[config.mk]
export PLATFORM = sky130hd
export DESIGN_NAME = legv8_mc_control
export DESIGN_NICKNAME = d
export VERILOG_FILES = /design/src/rtl/legv8_ctrl_pkg.sv /design/src/rtl/legv8_mem_wait_timer.sv /design/src/rtl/legv8_mc_control.sv
export SDC_FILE = /design/constraint.sdc
export NUM_CORES = 1
export LEC_CHECK = 0
export BUFFER_PORTS_ARGS = -buffer_cell sky130_fd_sc_hd__buf_2
export CELL_PAD_IN_SITES_DETAIL_PLACEMENT = 2
export CELL_PAD_IN_SITES_GLOBAL_PLACEMENT = 2
export CORE_MARGIN = 2
export CORE_UTILIZATION = 29
export CTS_BUF_LIST = sky130_fd_sc_hd__clkbuf_4 sky130_fd_sc_hd__clkbuf_8
export CTS_CLUSTER_DIAMETER = 50
export DETAILED_ROUTE_END_ITERATION = 6
export GPL_TIMING_DRIVEN = 1
export PLACE_DENSITY_LB_ADDON = 0.1
export SYNTH_ARGS = -nofsm -noshare
export SYNTH_HDL_FRONTEND = slang
export SYNTH_SLANG_ARGS = --single-unit
[constraint.sdc]
create_clock -name CLK -period 2.8 [get_ports CLK]
set_input_delay 0.7 -clock CLK [delete_from_list [all_inputs] [get_ports CLK]]
set_output_delay 0.7 -clock CLK [all_outputs]
set_load 0.01 [all_outputs]
[src/rtl/legv8_ctrl_pkg.sv]
// Shared types and constants for the multicycle LEGv8 main control.
// LEGV8_CBNZ_EN (optional) enables CBNZ decoding in legv8_mc_control.
package legv8_ctrl_pkg;

  typedef enum logic [3:0] {
    S_FETCH   = 4'd0,
    S_DECODE  = 4'd1,
    S_MEMADDR = 4'd2,
    S_MEMRD   = 4'd3,
    S_MEMWB   = 4'd4,
    S_MEMWR   = 4'd5,
    S_EXEC_R  = 4'd6,
    S_RWB     = 4'd7,
    S_CBZ     = 4'd8,
    S_JUMP    = 4'd9,
    S_CBNZ    = 4'd10,
    S_ERROR   = 4'd15
  } state_t;

  localparam logic [10:0] OP_LDUR = 11'b11111000010;
  localparam logic [10:0] OP_STUR = 11'b11111000000;
  localparam logic [10:0] OP_ADD  = 11'b10001011000;
  localparam logic [10:0] OP_SUB  = 11'b11001011000;
  localparam logic [10:0] OP_AND  = 11'b10001010000;
  localparam logic [10:0] OP_ORR  = 11'b10101010000;

  localparam logic [7:0] OP_CBZ_PFX  = 8'b10110100;
  localparam logic [7:0] OP_CBNZ_PFX = 8'b10110101;
  localparam logic [5:0] OP_B_PFX    = 6'b000101;

  localparam logic [1:0] ALUOP_ADD   = 2'b00;
  localparam logic [1:0] ALUOP_PASSB = 2'b01;
  localparam logic [1:0] ALUOP_RTYPE = 2'b10;

  localparam logic [1:0] SRCB_REG   = 2'b00;
  localparam logic [1:0] SRCB_FOUR  = 2'b01;
  localparam logic [1:0] SRCB_IMM   = 2'b10;
  localparam logic [1:0] SRCB_IMMSH = 2'b11;

endpackage

[src/rtl/legv8_mem_wait_timer.sv]
// Bounded-wait counter for memory handshake states.
// Flags expiry when the count reaches MEM_TIMEOUT with ready still low.
module legv8_mem_wait_timer #(
  parameter int MEM_TIMEOUT = 15,
  parameter int CNT_W       = 8
) (
  input  logic clk,
  input  logic rst_n,
  input  logic clr,
  input  logic busy,
  input  logic ready,
  output logic expire
);

  logic [CNT_W-1:0] cnt;

  always_ff @(posedge clk or negedge rst_n) begin
    if (!rst_n)
      cnt <= '0;
    else if (clr || ready)
      cnt <= '0;
    else if (busy)
      cnt <= cnt + 1'b1;
  end

  assign expire = busy && !ready &&
                  (cnt == CNT_W'(MEM_TIMEOUT));

endmodule

[src/rtl/legv8_mc_control.sv]
// Multicycle LEGv8 main control FSM (ALUop producer).
// Define LEGV8_CBNZ_EN to decode CBNZ; otherwise it is illegal.
module legv8_mc_control
  import legv8_ctrl_pkg::*;
#(
  parameter int MEM_TIMEOUT = 15,
  parameter int CNT_W       = 8
) (
  input  logic        CLK,
  input  logic        Reset_L,
  input  logic [10:0] Opcode,
  input  logic        Zero,
  input  logic        MemReady,
  output logic [1:0]  ALUop,
  output logic        ALUSrcA,
  output logic [1:0]  ALUSrcB,
  output logic        Reg2Loc,
  output logic        MemRead,
  output logic        MemWrite,
  output logic        IorD,
  output logic        IRWrite,
  output logic        MemtoReg,
  output logic        RegWrite,
  output logic        PCWrite,
  output logic        PCWriteCond,
  output logic        PCSource,
  output logic [3:0]  State,
  output logic        Error
);

  state_t state, nxt;
  logic   busy, expire;
  logic   is_ldur, is_stur, is_r;
  logic   is_cbz, is_cbnz, is_b;

  assign is_ldur = (Opcode == OP_LDUR);
  assign is_stur = (Opcode == OP_STUR);
  assign is_r    = (Opcode == OP_ADD) ||
                   (Opcode == OP_SUB) ||
                   (Opcode == OP_AND) ||
                   (Opcode == OP_ORR);
  assign is_cbz  = (Opcode[10:3] == OP_CBZ_PFX);
  assign is_b    = (Opcode[10:5] == OP_B_PFX);
`ifdef LEGV8_CBNZ_EN
  assign is_cbnz = (Opcode[10:3] == OP_CBNZ_PFX);
`else
  assign is_cbnz = 1'b0;
`endif

  assign busy  = (state == S_FETCH) ||
                 (state == S_MEMRD) ||
                 (state == S_MEMWR);
  assign State = state;

  legv8_mem_wait_timer #(
    .MEM_TIMEOUT(MEM_TIMEOUT),
    .CNT_W      (CNT_W)
  ) u_timer (
    .clk   (CLK),
    .rst_n (Reset_L),
    .clr   (state != nxt),
    .busy  (busy),
    .ready (MemReady),
    .expire(expire)
  );

  always_ff @(posedge CLK or negedge Reset_L) begin
    if (!Reset_L) state <= S_FETCH;
    else          state <= nxt;
  end

  always_comb begin
    nxt         = state;
    ALUop       = ALUOP_ADD;
    ALUSrcA     = 1'b0;
    ALUSrcB     = SRCB_REG;
    Reg2Loc     = 1'b0;
    MemRead     = 1'b0;
    MemWrite    = 1'b0;
    IorD        = 1'b0;
    IRWrite     = 1'b0;
    MemtoReg    = 1'b0;
    RegWrite    = 1'b0;
    PCWrite     = 1'b0;
    PCWriteCond = 1'b0;
    PCSource    = 1'b0;
    Error       = 1'b0;
    unique case (state)
      S_FETCH: begin
        MemRead = 1'b1;
        ALUSrcB = SRCB_FOUR;
        IRWrite = MemReady;
        PCWrite = MemReady;
        if (MemReady)    nxt = S_DECODE;
        else if (expire) nxt = S_ERROR;
      end
      S_DECODE: begin
        ALUSrcB = SRCB_IMMSH;
        Reg2Loc = is_stur | is_cbz | is_cbnz;
        unique case (1'b1)
          is_ldur,
          is_stur: nxt = S_MEMADDR;
          is_r:    nxt = S_EXEC_R;
          is_cbz:  nxt = S_CBZ;
          is_cbnz: nxt = S_CBNZ;
          is_b:    nxt = S_JUMP;
          default: nxt = S_ERROR;
        endcase
      end
      S_MEMADDR: begin
        ALUSrcA = 1'b1;
        ALUSrcB = SRCB_IMM;
        nxt = is_ldur ? S_MEMRD : S_MEMWR;
      end
      S_MEMRD: begin
        MemRead = 1'b1;
        IorD    = 1'b1;
        if (MemReady)    nxt = S_MEMWB;
        else if (expire) nxt = S_ERROR;
      end
      S_MEMWB: begin
        RegWrite = 1'b1;
        MemtoReg = 1'b1;
        nxt = S_FETCH;
      end
      S_MEMWR: begin
        MemWrite = 1'b1;
        IorD     = 1'b1;
        Reg2Loc  = 1'b1;
        if (MemReady)    nxt = S_FETCH;
        else if (expire) nxt = S_ERROR;
      end
      S_EXEC_R: begin
        ALUSrcA = 1'b1;
        ALUop   = ALUOP_RTYPE;
        nxt = S_RWB;
      end
      S_RWB: begin
        RegWrite = 1'b1;
        nxt = S_FETCH;
      end
      S_CBZ: begin
        ALUSrcA     = 1'b1;
        ALUop       = ALUOP_PASSB;
        Reg2Loc     = 1'b1;
        PCWriteCond = 1'b1;
        PCSource    = 1'b1;
        nxt = S_FETCH;
      end
      S_CBNZ: begin
        ALUSrcA  = 1'b1;
        ALUop    = ALUOP_PASSB;
        Reg2Loc  = 1'b1;
        PCWrite  = !Zero;
        PCSource = 1'b1;
        nxt = S_FETCH;
      end
      S_JUMP: begin
        PCWrite  = 1'b1;
        PCSource = 1'b1;
        nxt = S_FETCH;
      end
      S_ERROR: Error = 1'b1;
      default: nxt = S_ERROR;
    endcase
    // outputs are forced quiet for the whole reset window
    if (!Reset_L)
      {ALUop, ALUSrcA, ALUSrcB, Reg2Loc,
       MemRead, MemWrite, IorD, IRWrite,
       MemtoReg, RegWrite, PCWrite,
       PCWriteCond, PCSource, Error} = '0;
  end

endmodule

# Word-level counts from Yosys, hierarchy flattened
# Index checks and enable logic that the tools add are counted.
classes:
  n_mux: 37
  eq_ne: 21
  n_bitwise: 1
  n_addsub: 1
  n_reduce_logical: 21
ops:
  columns: ["cell", "count"]
  rows:
  - ["11-bit equality test, second input constant", 6]
  - ["4-bit one-hot mux with 8 select lines", 1]
  - ["1-bit two-way mux", 22]
  - ["4-bit by 3-bit equality test with 1-bit output, second input constant", 4]
  - ["4-bit equality test, second input constant", 4]
  - ["4-bit two-way mux", 4]
  - ["8-bit two-way mux", 2]
  - ["4-bit one-hot mux with 4 select lines", 1]
  - ["2-bit OR reduction", 5]
  - ["8-bit by 1-bit adder with 8-bit output, second input constant", 1]
  - ["4-bit by 2-bit equality test with 1-bit output, second input constant", 2]
  - ["8-bit by 4-bit equality test with 1-bit output, second input constant", 1]
  - ["8-bit equality test, second input constant", 1]
  - ["6-bit by 3-bit equality test with 1-bit output, second input constant", 1]
  - ["1-bit logical OR", 6]
  - ["2-bit one-hot mux with 3 select lines", 1]
  - ["3-bit OR reduction", 2]
  - ["5-bit OR reduction", 1]
  - ["4-bit by 1-bit equality test with 1-bit output, second input constant", 1]
  - ["4-bit zero test", 1]
  - ["2-bit two-way mux", 2]
  - ["4-bit != test", 1]
  - ["2-bit one-hot mux with 2 select lines", 1]
  - ["4-bit OR reduction", 1]
  - ["other kinds (7)", 9]
totals:
  word_cells: 83
  ff_bits: 12
  out_inout_bits: 20
  input_bits: 15

# Longest topological paths before layout
# Gate-level depths: netlist of run 1.
logic_depth:
  ltp_word: 11
  ltp_mapped: 8
  ltp_nobuf: 6

# Cells and area by module
# A second synthesis of run 1 with hierarchy kept.
hier_totals:
  hier_cells: 159
  area_unflattened_um2: 1251.2
modules_own_cells:
  columns: ["module", "area_per_inst_um2", "n_inst", "seq_area_each_um2", "cells_per_inst"]
  rows:
  - ["legv8_mc_control", 844.6, 1, 100.1, 119]
  - ["legv8_mem_wait_timer", 406.6, 1, 200.2, 40]

# Worst setup path before layout of run 1
# Ideal clock, no wire load.
synth_path:
  kind: "input-to-output"
  startpoint: "input port Opcode[5]"
  endpoint: "output port Reg2Loc"
  required_time_ns: 2.100
  path_stages: 5
  slack_ns: 0.440
  t_arrival_ns: 1.660
  path_buffers: 0
  path_cell_list: "nor4b_1 and4_1 inv_1 o21ai_0 a311o_1"
synth_between:
  elab_chain_len: 4
  elab_cells_between_ends: 5
  classes_between: "2 x eq/ne; 2 x mux; 1 x bitwise"
synth_lines:
  columns: ["element", "line_no", "text"]
  rows:
  - ["from (decl)", "legv8_mc_control.sv:11", "input logic [10:0] Opcode,"]
  - ["11-bit equality test or 8-bit equality test (tied branches)", "legv8_mc_control.sv:37, legv8_mc_control.sv:42", null]
  - ["1-bit OR (*)", "legv8_mc_control.sv:99", "Reg2Loc = is_stur | is_cbz | is_cbnz;"]
  - ["1-bit one-hot mux with 2 select lines (*)", "legv8_mc_control.sv:88", "unique case (state)"]
  - ["1-bit two-way mux (*)", "legv8_mc_control.sv:167", "if (!Reset_L)"]
  - ["to (decl)", "legv8_mc_control.sv:17", "output logic Reg2Loc,"]
# Every way passes the cells marked *; elsewhere a longest branch is shown, timed or not.

# Worst setup path after layout of run 1
# Same ends and word-level chain as after synthesis.

==> results of run 1 <==
-- power groups by stage --
stage | sequential [mW] | clock, mW | combinational (mW)
2_1_floorplan | 0.243 | 0 | 0.665
6_report | 0.301 | 0.193 | 0.914
5_1_grt | 0.313 | 0.206 | 0.997
3_5_place_dp | 0.303 | 0 | 0.883
4_1_cts | 0.303 | 0.195 | 0.897
3_3_place_gp | 0.299 | 0 | 0.855
-- synth_stat cells, types with 3 or more instances --
cell type	instances	share of area (%)
xor2_1	7	5.6
nand2_1	14	4.8
inv_1	3	1.0
nor2_1	14	4.8
nand2b_1	3	1.7
dfrtp_1	12	27
buf_2	3	1.4
nor4_1	11	6.3
and3_1	3	1.7
o21ai_0	8	3.7
nand4_1	7	4.0
clkbuf_1	3	1.0
nor3_1	5	2.3
-- through the flow --
step	cells	power (mW)	setup TNS, ps
after global placement	216	1.15	0
after floorplan	136	0.908	0
after CTS	220	1.40	0
final	220	1.41	0
after global routing	220	1.52	0
after detailed placement	216	1.19	-36.0
-- path summary, 6_finish.rpt --
kind / to
worst max-delay path: Reg2Loc
worst min-delay path: u_timer.cnt[7]
worst max register to register: u_timer.cnt[3]
worst min register to register: u_timer.cnt[7]
max in group asynchronous: State[3]
min in group CLK: u_timer.cnt[7]
-- registers in the layout, indices dropped and copies added, names as in the netlist --
register     cells
State            4
u_timer.cnt      8
-- layout make-up --
cell class	count	area share, %
timing repair buffer	40	15.6
inverter	3	0.814
multi-input combinational	113	53.6
tap	48	4.34
clock buffer	4	3.98
sequential	12	21.7
-- kinds of logic (layout without fill, tap and decap cells) --
kind of cell / count (synthesis) / after routing / share of synthesized area [%]
xor gates and xnor gates: 8 / 8 / 6.41
buffers and inverters: 11 / 47 / 5.49
adders and majority gates: 1 / 1 / 1.14
and+or+nand+nor: 73 / 73 / 37.9
DFF: 12 / 12 / 27.5
AOI/OAI and AO/OA: 28 / 28 / 18.8
muxes: 3 / 3 / 2.86
-- metal layers --
| metal | up-vias | routed length [µm] | global-route usage, % | part of all wire, % |
|---|---|---|---|---|
| met5 | - | 0 | 0 | 0 |
| met1 | 627 | 1930 | 26.9 | 50 |
| li1 | 591 | - | - | - |
| met4 | 0 | 8 | 3.13 | 0.21 |
| met2 | 20 | 1830 | 30.4 | 47 |
| met3 | 2 | 102 | 3.60 | 2.6 |
-- repair_timing --
item	CTS	global route
hold endpoints to repair	0	0
endpoints found under the setup margin	0	8
resized for setup	0	1
-- worst max-delay path, stage by stage --
cell and delay, ps:
buf_2 100, nor4b_1 360, and4_1 280, inv_1 70
o21ai_0 170, a311o_1 180, buf_2 120
==> run_results.csv, run 1 <==
group,metric,value,unit
cts,cts_buffers,3,
yosys,ys_seq_elements,12,
cts,cts_max_level,1,
timing,rsz0062_at_grt,"false",
timing,fin_crit_sh,95.7,%
global_routing,grt_first_pass_wirelength,6170,µm
pwr,power_frac_comb,64.9,%
pwr,intPower,0.686,mW
worst_setup_path,endpoint_kind,"output pin",
floorplanning,dieArea,0.00428,mm²
timing,hold_viol_final,0,
detailed_routing,drtIter0Drc,67,
yosys,synthCells,136,
cells_and_area,post-route-util,38.1,%
worst_setup_path,cp-start-kind,"primary input",
timing,max_freq,0.373,GHz
cts,path_clk_slew,60,ps
cells_and_area,multiInputGateArea,741,µm²
worst_setup_path,cp_max_fo,3,
place,io_buffer_count,34,
cells_and_area,drive_gt1_share,30.8,%
global_routing,track_usage,19.0,%
timing,fin_crit,2680,ps
yosys,synth_cell_types,45,
detailed_routing,vias,1240,
timing,slew_viol_final,0,
cells_and_area,antenna_cells,0,
global_routing,antenna_found_initial,0,
yosys,synth.net_count,152,
floorplanning,fp.dieW,65.4,µm
worst_setup_path,critical_path_class,"in -> out",
yosys,ys.flop_type,"dfrtp_1",
yosys,synth_area_per_cell,8.04,µm²
floorplanning,start_util,30.1,%
worst_setup_path,required,2100,ps
cts,cts_tree,"done",
detailed_routing,routed_wl,3860,µm
pwr,peakVddDrop,0.620,mV
place,hpwlAfterDp,2960,µm
worst_setup_path,arrival,1980,ps
job,cap_violations,0,
floorplanning,fp.dieH,65.4,µm
cells_and_area,area_growth,26.4,%
cts,root_buffer,"clkbuf_8",
cells_and_area,layout_common_cells,"34 x buf_2, 14 x nor2_1, 14 x nand2_1, 12 x dfrtp_1, 11 x nor4_1",
worst_setup_path,rr_startpoint,"State[0]",
detailed_routing,firstDrtPassIters,4,
cts,cts_post_setup_buffers_inserted,0,
worst_setup_path,worstSetupStartpoint,"Opcode[5]",
cells_and_area,nets,189,
global_routing,grt_overflow_total,0,
timing,setup_slack,120,ps
detailed_routing,viasPerCell,5.64,
yosys,synth_edf_count,0,
worst_setup_path,worst-r2r-cell-count,6,
worst_hold_path,hold_path.class,"in -> async",
cells_and_area,layout_commonest_cell,"buf_2",
timing,skew,3.80,ps
detailed_routing,wl_per_cell,17.6,µm
detailed_routing,ant_nets,0,
cells_and_area,fin_area,0.00138,mm²
cts,clock-sinks,12,
pwr,pwr-share-clk,13.7,%
yosys,ys_warn_count,0,
pwr,leakage,0.653,nW
floorplanning,rows,22,
cells_and_area,regArea,300,µm²
floorplanning,core,0.00363,mm²
status,outcome,"completed",
cells_and_area,fill_cells,456,
global_routing,grt_pass1_vias,1209,
timing,whs,488,ps
pwr,switching_share,51.3,%
cts,cts_hold_buf,0,
global_routing,grt_max_degree,19,
yosys,ys_seq_area_share,27.5,%
place,gp_congestion,0.814,
detailed_routing,remaining_drc_errors,0,
pwr,powerDensity,1020,mW/mm²
place,placed_area,0.00132,mm²
place,post-place-ws,-18.9,ps
pwr,p_seq_share,21.4,%
cts,clk-insertion-delay-late,250,ps
floorplanning,ios,35,
cts,clockBufferDepth,2,
timing,setup_viol,0,
timing,tightestPinTransition,725,ps
yosys,syn_area,0.00109,mm²
pwr,switching_power,0.722,mW
timing,slew_headroom,51.7,%
worst_setup_path,r2r_slack,280,ps
yosys,async_reset_ff_share,100,%
(Power assumes the default switching activity.)
==> inputs of run 2 (changes only) <==
--- a/config.mk
+++ b/config.mk
@@ -10,7 +10,7 @@
 export CELL_PAD_IN_SITES_GLOBAL_PLACEMENT = 2
 export CORE_MARGIN = 2
 export CORE_UTILIZATION = 29
-export CTS_BUF_LIST = sky130_fd_sc_hd__clkbuf_4 sky130_fd_sc_hd__clkbuf_8
+export CTS_BUF_LIST = sky130_fd_sc_hd__clkbuf_4
 export CTS_CLUSTER_DIAMETER = 50
 export DETAILED_ROUTE_END_ITERATION = 6
 export GPL_TIMING_DRIVEN = 1
==> run_results.csv, run 2 (synthesis gave the netlist of run 1 again) <==
group,metric,value,unit
timing,slew_viol_final,0,
worst_setup_path,endpoint_kind,"output pin",
floorplanning,fp.dieH,65.4,µm
place,placed_area,0.00132,mm²
cells_and_area,regArea,300,µm²
pwr,powerDensity,966,mW/mm²
worst_setup_path,worstSetupStartpoint,"State[0]",
worst_setup_path,arrival,1980,ps
pwr,total_power,1.30,mW
global_routing,grt_overflow_total,0,
cells_and_area,layout_commonest_cell,"buf_2",
pwr,power_frac_comb,68.5,%
status,outcome,"completed",
global_routing,track_usage,18.4,%
worst_setup_path,path_cells,"nand2b_1 > nor3_1 > a311o_1 > buf_2",
floorplanning,ios,35,
pwr,pwr-share-clk,8.5,%
detailed_routing,vias,1228,
timing,tightestPinTransition,1040,ps
pwr,intPower,0.607,mW
timing,skew,1.77,ps
timing,fin_crit_sh,95.7,%
pwr,switching_share,53.3,%
detailed_routing,routed_wl,3720,µm
detailed_routing,drtIter0Drc,43,
cells_and_area,area_growth,23.1,%
cells_and_area,nets,189,
timing,rsz0062_at_grt,"false",
timing,slew_headroom,29.9,%
place,gp_congestion,0.814,
detailed_routing,remaining_drc_errors,0,
floorplanning,fp.dieW,65.4,µm
timing,setup_slack,121,ps
timing,fin_crit,2680,ps
worst_setup_path,cp_max_fo,9,
timing,max_freq,0.373,GHz
worst_setup_path,required,2100,ps
floorplanning,rows,22,
cells_and_area,largest_reg_flops,8,
cts,path_clk_slew,70,ps
global_routing,antenna_found_initial,0,
pwr,leakage,0.638,nW
detailed_routing,wl_per_cell,16.9,µm
pwr,p_seq_share,23.1,%
timing,setup_viol,0,
cells_and_area,drive_gt1_share,29.7,%
detailed_routing,firstDrtPassIters,4,
cts,root_buffer,"clkbuf_4",
pwr,peakVddDrop,0.605,mV
job,cap_violations,0,
place,post-place-ws,-18.9,ps
worst_setup_path,cp_slowest_cell,"nor3_1",
floorplanning,start_util,30.1,%
cells_and_area,fin_area,0.00135,mm²
cells_and_area,multiInputGateArea,733,µm²
global_routing,grt_max_degree,19,
global_routing,grt_first_pass_wirelength,6070,µm
worst_setup_path,cp_top_family,"simple AND/OR/NAND/NOR gates",
cells_and_area,post-route-util,37.1,%
worst_hold_path,hold_path.class,"in -> async",
worst_setup_path,max_stage_delay,570,ps
worst_setup_path,worstPathBufferInverterCount,1,
cells_and_area,layout_common_cells,"34 x buf_2, 14 x nor2_1, 14 x nand2_1, 12 x dfrtp_1, 11 x nor4_1",
cts,clock-sinks,12,
cells_and_area,regMostFlops,"u_timer.cnt",
cts,clk-insertion-delay-late,270,ps
cts,cts_post_setup_buffers_inserted,0,
floorplanning,core,0.00363,mm²
cts,clockBufferDepth,2,
worst_setup_path,worst-r2r-cell-count,7,
floorplanning,dieArea,0.00428,mm²
cells_and_area,antenna_cells,0,
detailed_routing,ant_nets,0,
cells_and_area,fill_cells,457,
worst_setup_path,cp-start-kind,"flop",
pwr,switching_power,0.693,mW
cts,cts_tree,"done",
worst_setup_path,worst-path-stages,4,
place,io_buffer_count,34,
place,hpwlAfterDp,2960,µm
detailed_routing,viasPerCell,5.58,
global_routing,grt_pass1_vias,1194,
worst_setup_path,rr_startpoint,"State[0]",
cts,cts_max_level,1,
cts,cts_hold_buf,0,
cts,post_cts_resized,0,
timing,hold_viol_final,0,
cts,cts_buffers,3,
worst_setup_path,critical_path_class,"reg -> out",
## run 2: cell count changes in the layout (fill, tap and decap cells not counted), sizes merged
cell and delta:
clkbuf -1, clkinv +1
## run 2: metrics by stage
stage / TNS, ps / std cells / hold WS [ps]
after floorplan: 0 / 136 / 404
after global placement: 0 / 216 / 609
final: 0 / 220 / 459
after global routing: 0 / 220 / 452
after detailed placement: -36.0 / 216 / 628
after CTS: 0 / 220 / 446
## run 2: routing by layer
layer	track usage, %	share of wire (%)	vias to the layer above
met5	0	0	-
met4	2.34	0	0
met3	3.08	2.5	0
met2	28.8	46	21
met1	27.2	52	616
li1	-	-	591
## run 2: layout make-up
| cell class | count | share of cell area, % |
|---|---|---|
| multi-input cells | 113 | 54.5 |
| flip-flops and latches | 12 | 22.3 |
| repair buffers | 40 | 16.0 |
| well taps | 48 | 4.46 |
| clock buffers | 3 | 1.67 |
| inverters | 3 | 0.836 |
| clock inverters | 1 | 0.279 |
## run 2: worst paths after layout
| check | slack [ps] | endpoint |
|---|---|---|
| setup reg to reg | 260 | u_timer.cnt[3] |
| min in group CLK | 640 | u_timer.cnt[4] |
| max in group asynchronous | 2210 | State[3] |
| hold reg to reg | 640 | u_timer.cnt[4] |
| setup / recovery | 120 | Reg2Loc |
| hold / removal | 460 | State[1] |
## run 2: power by group through the flow
stage                     combinational, mW  sequential, mW  clock [mW]
after global routing                  0.985           0.313       0.128
after floorplan                       0.665           0.243           0
final                                 0.890           0.300       0.110
after CTS                             0.885           0.302       0.116
after global placement                0.855           0.299           0
after detailed placement              0.883           0.303           0
